[src/rtl/axis_video_pattern_gen_pkg.sv]
// Shared types and constants for the AXI4-Stream video pattern generator:
// FSM state encoding, pattern codes and colour-bar channel masks.
package axis_video_pkg;

  typedef enum logic [1:0] {
    ST_IDLE   = 2'd0,
    ST_ACTIVE = 2'd1,
    ST_HBLANK = 2'd2,
    ST_VBLANK = 2'd3
  } state_e;

  typedef enum logic [1:0] {
    PAT_SOLID = 2'd0,
    PAT_RAMP  = 2'd1,
    PAT_BARS  = 2'd2,
    PAT_GRID  = 2'd3
  } pattern_e;

  // Per-channel {R,G,B} on/off bits, in left-to-right bar order
  localparam logic [2:0] BAR_WHITE   = 3'b111;
  localparam logic [2:0] BAR_YELLOW  = 3'b110;
  localparam logic [2:0] BAR_CYAN    = 3'b011;
  localparam logic [2:0] BAR_GREEN   = 3'b010;
  localparam logic [2:0] BAR_MAGENTA = 3'b101;
  localparam logic [2:0] BAR_RED     = 3'b100;
  localparam logic [2:0] BAR_BLUE    = 3'b001;
  localparam logic [2:0] BAR_BLACK   = 3'b000;

  function automatic logic [2:0] bar_rgb(input logic [2:0] idx);
    logic [2:0] rgb;
    case (idx)
      3'd0:    rgb = BAR_WHITE;
      3'd1:    rgb = BAR_YELLOW;
      3'd2:    rgb = BAR_CYAN;
      3'd3:    rgb = BAR_GREEN;
      3'd4:    rgb = BAR_MAGENTA;
      3'd5:    rgb = BAR_RED;
      3'd6:    rgb = BAR_BLUE;
      default: rgb = BAR_BLACK;
    endcase
    return rgb;
  endfunction

endpackage

[src/rtl/axis_video_pattern_gen_if.sv]
// AXI4-Stream video bus (tdata/tvalid/tlast/tuser/tready) with master and
// slave views.
interface axis_video_pattern_gen_if #(
  parameter int DATA_WIDTH = 24
);
  logic [DATA_WIDTH-1:0] tdata;
  logic                  tvalid;
  logic                  tlast;
  logic                  tuser;
  logic                  tready;

  modport master (output tdata, output tvalid, output tlast, output tuser, input tready);
  modport slave  (input tdata, input tvalid, input tlast, input tuser, output tready);
endinterface

[src/rtl/axis_video_pattern_gen_pixel.sv]
// Combinational pixel generator: (pattern, x, y, solid colour) -> {R,G,B}.
// Pattern 3 is a grid when AXIS_PATTERN_GRID_EN is defined, otherwise solid.
module axis_pattern_pixel
  import axis_video_pkg::*;
#(
  parameter int WIDTH       = 1920,
  parameter int DATA_WIDTH  = 24,
  parameter int COORD_WIDTH = 16
) (
  input  pattern_e               pattern_i,
  input  logic [COORD_WIDTH-1:0] x_i,
  input  logic [COORD_WIDTH-1:0] y_i,
  input  logic [DATA_WIDTH-1:0]  solid_i,
`ifdef AXIS_PATTERN_GRID_EN
  input  logic                   grid_hit_i,
`endif
  output logic [DATA_WIDTH-1:0]  pixel_o
);

  localparam int C = DATA_WIDTH / 3;

  logic [C-1:0] sum_c;
  logic [2:0]   bar_idx;
  logic [2:0]   rgb;

  // Sum formed one bit wider than the counters, then wrapped to a channel
  assign sum_c = C'({1'b0, x_i} + {1'b0, y_i});

  // Thresholds rise monotonically, so the last one passed is the bar index
  always_comb begin
    bar_idx = 3'd0;
    for (int i = 1; i < 8; i++) begin
      if (x_i >= COORD_WIDTH'((i * WIDTH) / 8)) bar_idx = 3'(i);
    end
  end

  assign rgb = bar_rgb(bar_idx);

  always_comb begin
    pixel_o = solid_i;
    case (pattern_i)
      PAT_RAMP: pixel_o = {x_i[C-1:0], y_i[C-1:0], sum_c};
      PAT_BARS: pixel_o = {{C{rgb[2]}}, {C{rgb[1]}}, {C{rgb[0]}}};
`ifdef AXIS_PATTERN_GRID_EN
      PAT_GRID: pixel_o = grid_hit_i ? {DATA_WIDTH{1'b1}} : {DATA_WIDTH{1'b0}};
`endif
      default:  pixel_o = solid_i;
    endcase
  end

endmodule

[src/rtl/axis_video_pattern_gen.sv]
// AXI4-Stream synthetic video source with SOF/EOL framing, backpressure and
// line/frame blanking. Define AXIS_PATTERN_GRID_EN to enable the grid pattern.
module axis_video_pattern_gen
  import axis_video_pkg::*;
#(
  parameter int WIDTH       = 1920,
  parameter int HEIGHT      = 1080,
  parameter int DATA_WIDTH  = 24,
  parameter int COORD_WIDTH = 16,
  parameter int HBLANK      = 0,
  parameter int VBLANK      = 0,
  parameter int GRID        = 64
) (
  input  logic                    clk,
  input  logic                    rst_n,
  input  logic                    enable,
  input  logic [1:0]              pattern_sel,
  input  logic [DATA_WIDTH-1:0]   solid_color,
  axis_video_pattern_gen_if.master m_axis,
  output logic                    frame_done,
  output logic                    busy
);

  localparam logic [COORD_WIDTH-1:0] X_LAST = COORD_WIDTH'(WIDTH - 1);
  localparam logic [COORD_WIDTH-1:0] Y_LAST = COORD_WIDTH'(HEIGHT - 1);
  localparam int BLANK_MAX = (HBLANK > VBLANK) ? HBLANK : VBLANK;
  localparam int CNT_W     = (BLANK_MAX > 1) ? $clog2(BLANK_MAX) : 1;

  if ((DATA_WIDTH % 3) != 0 || (WIDTH >> COORD_WIDTH) != 0 ||
      (HEIGHT >> COORD_WIDTH) != 0 || GRID < 1) begin : g_param_check
    $error("axis_video_pattern_gen: illegal parameter combination");
  end

  state_e                 state_q, state_d;
  logic [COORD_WIDTH-1:0] x_q, x_d, y_q, y_d;
  logic [CNT_W-1:0]       cnt_q, cnt_d;
  pattern_e               pat_q, pat_d;
  logic [DATA_WIDTH-1:0]  solid_q, solid_d;
  logic [DATA_WIDTH-1:0]  pix;
  logic [DATA_WIDTH-1:0]  tdata_q, tdata_d;
  logic                   tvalid_q, tvalid_d, tlast_q, tlast_d, tuser_q, tuser_d;
  logic                   frame_done_q, frame_done_d, busy_q;
  logic                   hs, load, clear, frame_end;

  assign hs = tvalid_q && m_axis.tready;

  always_comb begin
    state_d      = state_q;
    x_d          = x_q;
    y_d          = y_q;
    cnt_d        = cnt_q;
    pat_d        = pat_q;
    solid_d      = solid_q;
    load         = 1'b0;
    clear        = 1'b0;
    frame_end    = 1'b0;
    frame_done_d = 1'b0;
    case (state_q)
      ST_IDLE: begin
        if (enable) begin
          pat_d   = pattern_e'(pattern_sel);
          solid_d = solid_color;
          x_d     = '0;
          y_d     = '0;
          load    = 1'b1;
          state_d = ST_ACTIVE;
        end
      end
      ST_ACTIVE: begin
        if (hs) begin
          if (x_q == X_LAST) begin
            x_d = '0;
            if (y_q == Y_LAST) begin
              y_d          = '0;
              frame_done_d = 1'b1;
              if (VBLANK > 0) begin
                state_d = ST_VBLANK;
                cnt_d   = CNT_W'(VBLANK - 1);
                clear   = 1'b1;
              end else begin
                frame_end = 1'b1;
              end
            end else begin
              y_d = y_q + 1'b1;
              if (HBLANK > 0) begin
                state_d = ST_HBLANK;
                cnt_d   = CNT_W'(HBLANK - 1);
                clear   = 1'b1;
              end else begin
                load = 1'b1;
              end
            end
          end else begin
            x_d  = x_q + 1'b1;
            load = 1'b1;
          end
        end
      end
      ST_HBLANK: begin
        if (cnt_q == '0) begin
          load    = 1'b1;
          state_d = ST_ACTIVE;
        end else begin
          cnt_d = cnt_q - 1'b1;
        end
      end
      ST_VBLANK: begin
        if (cnt_q == '0) frame_end = 1'b1;
        else             cnt_d     = cnt_q - 1'b1;
      end
      default: state_d = ST_IDLE;
    endcase

    // enable is only consulted here and in IDLE; coordinates are already 0
    if (frame_end) begin
      if (enable) begin
        pat_d   = pattern_e'(pattern_sel);
        solid_d = solid_color;
        load    = 1'b1;
        state_d = ST_ACTIVE;
      end else begin
        clear   = 1'b1;
        state_d = ST_IDLE;
      end
    end
  end

`ifdef AXIS_PATTERN_GRID_EN
  localparam logic [COORD_WIDTH-1:0] G_LAST = COORD_WIDTH'(GRID - 1);

  logic [COORD_WIDTH-1:0] gx_q, gx_d, gy_q, gy_d;
  logic                   grid_hit;

  // Modulo counters shadow x/y: cleared with the coordinate, stepped with it
  always_comb begin
    gx_d = gx_q;
    gy_d = gy_q;
    if (x_d == '0)        gx_d = '0;
    else if (x_d != x_q)  gx_d = (gx_q == G_LAST) ? '0 : gx_q + 1'b1;
    if (y_d == '0)        gy_d = '0;
    else if (y_d != y_q)  gy_d = (gy_q == G_LAST) ? '0 : gy_q + 1'b1;
  end

  assign grid_hit = (gx_d == '0) || (gy_d == '0) || (x_d == X_LAST) || (y_d == Y_LAST);

  always_ff @(posedge clk or negedge rst_n) begin
    if (!rst_n) begin
      gx_q <= '0;
      gy_q <= '0;
    end else begin
      gx_q <= gx_d;
      gy_q <= gy_d;
    end
  end
`endif

  axis_pattern_pixel #(
    .WIDTH      (WIDTH),
    .DATA_WIDTH (DATA_WIDTH),
    .COORD_WIDTH(COORD_WIDTH)
  ) u_pixel (
    .pattern_i  (pat_d),
    .x_i        (x_d),
    .y_i        (y_d),
    .solid_i    (solid_d),
`ifdef AXIS_PATTERN_GRID_EN
    .grid_hit_i (grid_hit),
`endif
    .pixel_o    (pix)
  );

  always_comb begin
    tvalid_d = tvalid_q;
    tdata_d  = tdata_q;
    tlast_d  = tlast_q;
    tuser_d  = tuser_q;
    if (load) begin
      tvalid_d = 1'b1;
      tdata_d  = pix;
      tlast_d  = (x_d == X_LAST);
      tuser_d  = (x_d == '0) && (y_d == '0);
    end else if (clear) begin
      tvalid_d = 1'b0;
      tlast_d  = 1'b0;
      tuser_d  = 1'b0;
    end
  end

  always_ff @(posedge clk or negedge rst_n) begin
    if (!rst_n) begin
      state_q      <= ST_IDLE;
      x_q          <= '0;
      y_q          <= '0;
      cnt_q        <= '0;
      pat_q        <= PAT_SOLID;
      tvalid_q     <= 1'b0;
      tdata_q      <= '0;
      tlast_q      <= 1'b0;
      tuser_q      <= 1'b0;
      frame_done_q <= 1'b0;
      busy_q       <= 1'b0;
    end else begin
      state_q      <= state_d;
      x_q          <= x_d;
      y_q          <= y_d;
      cnt_q        <= cnt_d;
      pat_q        <= pat_d;
      tvalid_q     <= tvalid_d;
      tdata_q      <= tdata_d;
      tlast_q      <= tlast_d;
      tuser_q      <= tuser_d;
      frame_done_q <= frame_done_d;
      busy_q       <= (state_d != ST_IDLE);
    end
  end

  always_ff @(posedge clk) begin
    solid_q <= solid_d;
  end

  assign m_axis.tdata  = tdata_q;
  assign m_axis.tvalid = tvalid_q;
  assign m_axis.tlast  = tlast_q;
  assign m_axis.tuser  = tuser_q;
  assign frame_done    = frame_done_q;
  assign busy          = busy_q;

endmodule
[src/flat_wrapper.sv]
// flat-port wrapper written by rule: the top's interface ports become plain ports
module axis_video_pattern_gen_flat import axis_video_pkg::*;
#(
  parameter int WIDTH       = 1920,
  parameter int HEIGHT      = 1080,
  parameter int DATA_WIDTH  = 24,
  parameter int COORD_WIDTH = 16,
  parameter int HBLANK      = 0,
  parameter int VBLANK      = 0,
  parameter int GRID        = 64
)
  (clk, rst_n, enable, pattern_sel, solid_color, frame_done, busy, m_axis_tdata, m_axis_tvalid, m_axis_tlast, m_axis_tuser, m_axis_tready);
  axis_video_pattern_gen_if #(.DATA_WIDTH(DATA_WIDTH)) m_axis_i ();
  input  logic clk;
  input  logic rst_n;
  input  logic enable;
  input  logic [1:0] pattern_sel;
  input  logic [DATA_WIDTH-1:0] solid_color;
  output logic frame_done;
  output logic busy;
  output wire logic [$bits(m_axis_i.tdata)-1:0] m_axis_tdata;
  output wire logic [$bits(m_axis_i.tvalid)-1:0] m_axis_tvalid;
  output wire logic [$bits(m_axis_i.tlast)-1:0] m_axis_tlast;
  output wire logic [$bits(m_axis_i.tuser)-1:0] m_axis_tuser;
  input wire logic [$bits(m_axis_i.tready)-1:0] m_axis_tready;
  assign m_axis_tdata = m_axis_i.tdata;
  assign m_axis_tvalid = m_axis_i.tvalid;
  assign m_axis_tlast = m_axis_i.tlast;
  assign m_axis_tuser = m_axis_i.tuser;
  assign m_axis_i.tready = m_axis_tready;
  axis_video_pattern_gen #(.WIDTH(WIDTH), .HEIGHT(HEIGHT), .DATA_WIDTH(DATA_WIDTH), .COORD_WIDTH(COORD_WIDTH), .HBLANK(HBLANK), .VBLANK(VBLANK), .GRID(GRID)) u_core (.clk(clk), .rst_n(rst_n), .enable(enable), .pattern_sel(pattern_sel), .solid_color(solid_color), .m_axis(m_axis_i), .frame_done(frame_done), .busy(busy));
endmodule
[config.mk]
export PLATFORM = sky130hd
export DESIGN_NAME = axis_video_pattern_gen_flat
export DESIGN_NICKNAME = d
export VERILOG_FILES = /design/src/rtl/axis_video_pattern_gen_pkg.sv /design/src/rtl/axis_video_pattern_gen_if.sv /design/src/rtl/axis_video_pattern_gen_pixel.sv /design/src/rtl/axis_video_pattern_gen.sv /design/src/flat_wrapper.sv
export SDC_FILE = /design/constraint.sdc
export NUM_CORES = 1
export LEC_CHECK = 0
export ABC_AREA = 1
export CAP_MARGIN = 0
export CORE_ASPECT_RATIO = 0.6
export CORE_MARGIN = 2
export CORE_UTILIZATION = 35
export CTS_BUF_LIST = sky130_fd_sc_hd__clkbuf_8
export DETAILED_ROUTE_END_ITERATION = 6
export PLACE_DENSITY = 0.64
export SLEW_MARGIN = 20
export SYNTH_ARGS = -nofsm -noshare
export SYNTH_HDL_FRONTEND = slang
export SYNTH_HIERARCHICAL = 1
export SYNTH_SLANG_ARGS = --single-unit
[constraint.sdc]
create_clock -name clk -period 3.9 [get_ports clk]
set_input_delay 0.975 -clock clk [delete_from_list [all_inputs] [get_ports clk]]
set_output_delay 0.975 -clock clk [all_outputs]
set_load 0.01 [all_outputs]
# After elaboration in Yosys (flattened, before gate mapping)
# Cells that the tools add are included.
[op_classes] n_addsub=4 n_mul=0 div_mod_pow=0 n_lt_le_gt_ge=7 n_eq_ne=14 shift=0 n_mux=51 bitwise_logic=0 reduce_logical=9
[ops] operator="two-way mux 16 bit" count=7
[ops] operator="two-way mux 24 bit" count=4
[ops] operator="one-hot mux 16 bit (2 select lines)" count=2
[ops] operator="== test 16 x 11 -> 1 bit (second input constant)" count=3
[ops] operator=">= comparator 16 x 11 -> 1 bit (second input constant)" count=3
[ops] operator="one-hot mux 24 bit (2 select lines)" count=1
[ops] operator="adder 16 x 1 -> 16 bit (second input constant)" count=2
[ops] operator=">= comparator 16 x 10 -> 1 bit (second input constant)" count=2
[ops] operator="zero test 16 bit" count=2
[ops] operator="one-hot mux 3 bit (7 select lines)" count=1
[ops] operator="two-way mux 1 bit" count=20
[ops] operator="two-way mux 3 bit" count=6
[ops] operator=">= comparator 16 x 8 -> 1 bit (second input constant)" count=1
[ops] operator=">= comparator 16 x 9 -> 1 bit (second input constant)" count=1
[ops] operator="two-way mux 2 bit" count=7
[ops] operator="== test 3 bit (second input constant)" count=3
[ops] operator="adder 8 bit" count=1
[ops] operator="== test 2 bit (second input constant)" count=3
[ops] operator="== test 3 x 2 -> 1 bit (second input constant)" count=2
[ops] operator="== test 2 x 1 -> 1 bit (second input constant)" count=2
[ops] operator="one-hot mux 2 bit (2 select lines)" count=1
[ops] operator="nonzero test 2 bit" count=2
[ops] operator="== test 3 x 1 -> 1 bit (second input constant)" count=1
[ops] operator="zero test 3 bit" count=1
[ops] operator="other kinds (6)" count=7
[totals] reg_bits=90 latchBits=0 ramBits=0 romBits=0 out_inout_bits=29 memories=0

# Depth between registers and ports, before layout
[logic_depth] ltp_word=15 mapped_depth=24 depth_no_buf=24

# Modules after synthesis
# Netlist, hierarchy kept.
[modules_own_cells] module="axis_video_pattern_gen" instances=1 cells_each=573 area_each_um2=4663.2
[modules_own_cells] module="axis_pattern_pixel" instances=1 cells_each=200 area_each_um2=1011.0

# Worst setup path before layout
# No wires, ideal clock.
[synth_timing] path_kind="input -> register" startpoint="input port m_axis_tready" endpoint="register u_core.tdata_q[19], in the netlist u_core/m_axis.tdata[19]" setup_time_ps=65 arrival_ps=3307 required_time_ps=3835 setup_slack_ps=528 cell_stages=18 path_buffers=2 cell_sequence="nand2_2 > nor2_1 > nand3_2 > nor2_4 > inv_2 > nand2_4 > nor2_2 > nor2_8 > buf_12 > mux2_4 > inv_1 > ha_1 > clkinv_1 > clkbuf_1 > nor2_1 > a21oi_2 > nand2_1 > nand2_1"
[synth_via] word_cells_on_any_way=36
[synth_lines] element="start: declaration" line_no="flat_wrapper.sv:25" rtl="input wire logic [$bits(m_axis_i.tready)-1:0] m_axis_tready;"
[synth_lines] element="logical AND 1 bit (*)" line_no="axis_video_pattern_gen.sv:45" rtl="assign hs = tvalid_q && m_axis.tready;"
[synth_lines] element="two-way mux 1 bit (*)" line_no="axis_video_pattern_gen.sv:70" rtl="if (hs) begin"
[synth_lines] element="one-hot mux 1 bit (2 select lines) (*)" line_no="axis_video_pattern_gen.sv:58" rtl="case (state_q)"
[synth_lines] element="two-way mux 2 bit (*)" line_no="axis_video_pattern_gen.sv:115" rtl="if (frame_end) begin"
[synth_lines] element="via u_core.pat_d[0]" line_no="axis_video_pattern_gen.sv:37" rtl="pattern_e pat_q, pat_d;"
[synth_lines] element="== test 2 bit / == test 2 x 1 -> 1 bit (equally long branches)" line_no="axis_video_pattern_gen_pixel.sv:41" rtl="case (pattern_i)"
[synth_lines] element="one-hot mux 24 bit (2 select lines) (*)" line_no="axis_video_pattern_gen_pixel.sv:41"
[synth_lines] element="via u_core.pix[19]" line_no="axis_video_pattern_gen.sv:39" rtl="logic [DATA_WIDTH-1:0] pix;"
[synth_lines] element="end signal: assignment" line_no="axis_video_pattern_gen.sv:209" rtl="tdata_q <= tdata_d;"
[synth_lines] element="end: declaration" line_no="axis_video_pattern_gen.sv:40" rtl="logic [DATA_WIDTH-1:0] tdata_q, tdata_d;"
# Mark *: on every way through the listed nets, which the timed path passes. The rest lies on a longest branch.
# A chain may end at the register's enable or synchronous reset.

# Worst setup path in the final report
[layout_timing] startpoint="input port m_axis_tready" endpoint="register u_core.tdata_q[0], in the netlist u_core/m_axis.tdata[0]"
[layout_via] elab_chain_len=14 word_cells_on_any_way=39
[layout_rtl] element="logical AND 1 bit (*)" line_no="axis_video_pattern_gen.sv:45"
[layout_rtl] element="two-way mux 16 bit (*)" line_no="axis_video_pattern_gen.sv:70"
[layout_rtl] element="one-hot mux 16 bit (2 select lines) (*)" line_no="axis_video_pattern_gen.sv:58"
[layout_rtl] element="via u_core.x_d[14]" line_no="axis_video_pattern_gen.sv:35" rtl="logic [COORD_WIDTH-1:0] x_q, x_d, y_q, y_d;"
[layout_rtl] element=">= comparator 16 x 8 -> 1 bit" line_no="axis_video_pattern_gen_pixel.sv:33" rtl="if (x_i >= COORD_WIDTH'((i * WIDTH) / 8)) bar_idx = 3'(i);"
[layout_rtl] element="two-way mux 1 bit" line_no="axis_video_pattern_gen_pixel.sv:33"
[layout_rtl] element="two-way mux 3 bit (5 in a row)" line_no="axis_video_pattern_gen_pixel.sv:33"
[layout_rtl] element="two-way mux 3 bit (*)" line_no="axis_video_pattern_gen_pixel.sv:33"
[layout_rtl] element="== test 3 bit, or another cell as far along" line_no="axis_video_pattern_gen_pkg.sv:31" rtl="case (idx)"
[layout_rtl] element="one-hot mux 3 bit (7 select lines) (*)" line_no="axis_video_pattern_gen_pkg.sv:31"
[layout_rtl] element="one-hot mux 24 bit (2 select lines) (*)" line_no="axis_video_pattern_gen_pixel.sv:41"
[layout_rtl] element="via u_core.pix[0]" line_no="axis_video_pattern_gen.sv:39"
# Marks and branches as above.

==> impl_metrics.ini <==
[die]
ios = 59
die_w_um = 168
initial_utilization = 0.364
core_area_um2 = 15600
fp-row-count = 35
die_area_um2 = 17300
die_y_um = 103

[critical_path]
crit_family = simple AND/OR/NAND/NOR gates
cp_data_required_time_ps = 4230
cp_slowest_cell = clkdlybuf4s50_1
criticalPathCategory = in -> reg
crit_chain = clkdlybuf4s50_1 > nand2_2 > buf_4 > nor2_2 > nand4_1 > nor2_1 > nand2_1 > nand2_1 > nand3_1 > o21ai_0 > nor2_1 > nand2_2 > inv_1 > nand2_1 > o21ai_1 > nand2_1 > nand2_1 > nand2_1 > nand2_2 > buf_4 > a21oi_1 > nand2_1 > nand2_1
cp.arrival_ps = 3900
start_kind = primary input
cpPeakStageDelay_ps = 470
setup.worst_path.end_class = flip-flop
worst_path_most_repeated_cell = nand2_1
crit_buf_inv = 4
cp_max_fo = 6

[synth]
synth_top_family_by_area = simple AND/OR/NAND/NOR gates
synth_area_um2 = 5670
yosys.area_share.adder = 0.0278
synthXorXnorAreaFrac = 0.0108
syn-num-nets = 815
syn-instance-count = 773
yosys-top-cells-area = dfrtp_1 (29%), nand2_1 (16%), dfxtp_1 (8.5%)
synth.avg_cell_area_um2 = 7.34
synth_top_cell_by_area = dfrtp_1
synth_top_area_share = 0.287
seq_area_frac_synth = 0.371
synth-compound-area-share = 0.0915
ys_types = 43
ys_warn_count = 6
yosys.area_share.simple = 0.357
synth_seq_cells = 89
synth_mux_area_frac = 0.0648

[clock_network]
clk_pin_slew_worst_paths_ps = 100
cts_tree = yes
cts_resized = 0
h-tree-depth = 3
cts_buffers = 9
clockBufferDepth = 2
cts.sinks = 89
cts_root_buf = clkbuf_8
cts_setup_buffers = 0
clkLatencyLatePin_ps = 380
cts-hold-fix-buffers = 0

[pwr]
cellLeakagePower_nw = 3.76
power.density_nw_per_um2 = 439
vdd_drop_max_uv = 186
total_power_mw = 3.21

[hold_path]
min-delay-path-class = reg -> reg

[routing]
wire_per_inst_um = 15.9
vias = 5580
via_per_inst = 4.95
drt_iter0_drc = 592
drt_pass1_iterations = 5
drt_wl_total_um = 17900
ant_nets = 0
drc = 0

[sta]
slew_viol_final = 0
hold_violations = 0
period_share = 0.914
skew_ps = 12.6
post-route-min-period_ps = 3560
max_slew_margin = 0.477
tightest_slew_ps = 785
report.final.setup_viol = 0
fmax_mhz = 281
final.setup.tns_ps = 0
rsz0062_at_grt = no

[flow_run]
drv_cap = 0

[placed_design]
dpl.hpwl_um = 14200
portBuffers = 58
place_congestion = 0.965

[grt]
grt_usage = 0.215
antenna_found_initial = 0
grt_pass1_wl_um = 28200
grt_max_degree = 36
grt_pass1_vias = 5029
grt_overflow = 0

[layout]
n_antenna_cell = 0
nets = 961
syn2layout_area_growth_pct = 28.9
layout-drive-gt1-share = 0.213
fin_util = 0.469

[run_status]
status = finished clean
## Yosys cell counts (all sizes together)
cell type / instances
ha: 11
nand2: 253
nor3: 3
inv: 85
a31oi: 2
nand4: 14
a211oi: 1
clkbuf: 6
o211ai: 2
and2: 1
dfrtp: 65
or2: 1
dfxtp: 24
clkinv: 1
fa: 1
nor2: 111
a21o: 1
nand3b: 8
conb: 1
a21oi: 53
nand3: 51
mux2: 26
o21ai: 29
o22ai: 2
xor2: 7
buf: 10
o21bai: 4
## layer usage
layer | share of wire | track usage
met1 | 0.55 | 0.356
met2 | 0.35 | 0.269
met3 | 0.090 | 0.0560
met4 | 0.0077 | 0.0405
met5 | 0 | 0
## cells in the final DEF (no fill, tap or decap), types with 2 or more instances in the layout
cell type / count
a21oi_1: 50
a21oi_2: 3
a31oi_1: 2
buf_12: 3
buf_4: 90
clkbuf_8: 9
clkdlybuf4s50_1: 57
dfrtp_1: 65
dfxtp_1: 24
ha_1: 11
inv_1: 77
inv_2: 8
inv_6: 3
mux2_2: 6
mux2_4: 20
nand2_1: 237
nand2_2: 12
nand2_4: 4
nand3_1: 41
nand3_2: 9
nand3b_1: 8
nand4_1: 13
nor2_1: 94
nor2_2: 11
nor2_4: 4
nor2_8: 2
nor3_1: 2
o211ai_1: 2
o21ai_0: 20
o21ai_1: 7
o21ai_2: 2
o21bai_1: 4
o22ai_1: 2
xor2_1: 7
## power breakdown
part	leakage, nW	internal (mW)	switching (mW)
registers	1.05	1.12	0.137
clock network	0.0925	0.243	0.388
logic	2.62	0.637	0.688
## path summary, 6_finish.rpt
kind / start / end / slack [ps] / depth (start not counted)
max in group asynchronous: rst_n / u_core/m_axis.tdata[4] / 2580 / 2
worst min-delay path: u_core/solid_q[14] / u_core/solid_q[14] / 480 / 1
min in group asynchronous: rst_n / u_core/m_axis.tuser / 650 / 1
worst min register to register: u_core/solid_q[14] / u_core/solid_q[14] / 480 / 1
worst max register to register: u_core/y_q[0] / u_core/m_axis.tdata[7] / 510 / 23
worst max-delay path: m_axis_tready / u_core/m_axis.tdata[0] / 340 / 23
## metrics by stage
stage / hold WS (ps) / std cells / area [µm²] / worst slack, ps
floorplan: 447 / 773 / 5670 / 528
global placement: 457 / 1111 / 7130 / 40.0
detailed placement: 457 / 1111 / 7130 / 45.4
CTS: 484 / 1127 / 7310 / 427
global route: 495 / 1127 / 7310 / 134
finish: 480 / 1127 / 7310 / 335
## flip-flops by register name, summed over array words and instances, names as in the netlist
signal and count:
u_core/state_q 2, u_core/x_q 16, u_core/pat_q 2, u_core/frame_done 1, u_core/m_axis.tlast 1, u_core/m_axis.tvalid 1
u_core/m_axis.tuser 1, u_core/solid_q 24, u_core/y_q 16, u_core/busy 1, u_core/m_axis.tdata 24
## area by class of cell
type                       count  area (µm²)
timing repair buffer         151        1310
clock inverter                 7        58.8
multi-input combinational    582        3140
inverter                      86         323
tap                          203         254
fill                        1548        8280
sequential                    89        2110
clock buffer                   9         124
## cell families after synthesis
logic type	count (synthesis)
flip-flops	89
adder cells (fa/ha/maj)	12
multiplexers	26
AND/OR/NAND/NOR	442
other	1
buffers and inverters	102
XOR/XNOR	7
AO/OA/AOI/OAI	94
Note: power is estimated with default switching activity, not from simulation.
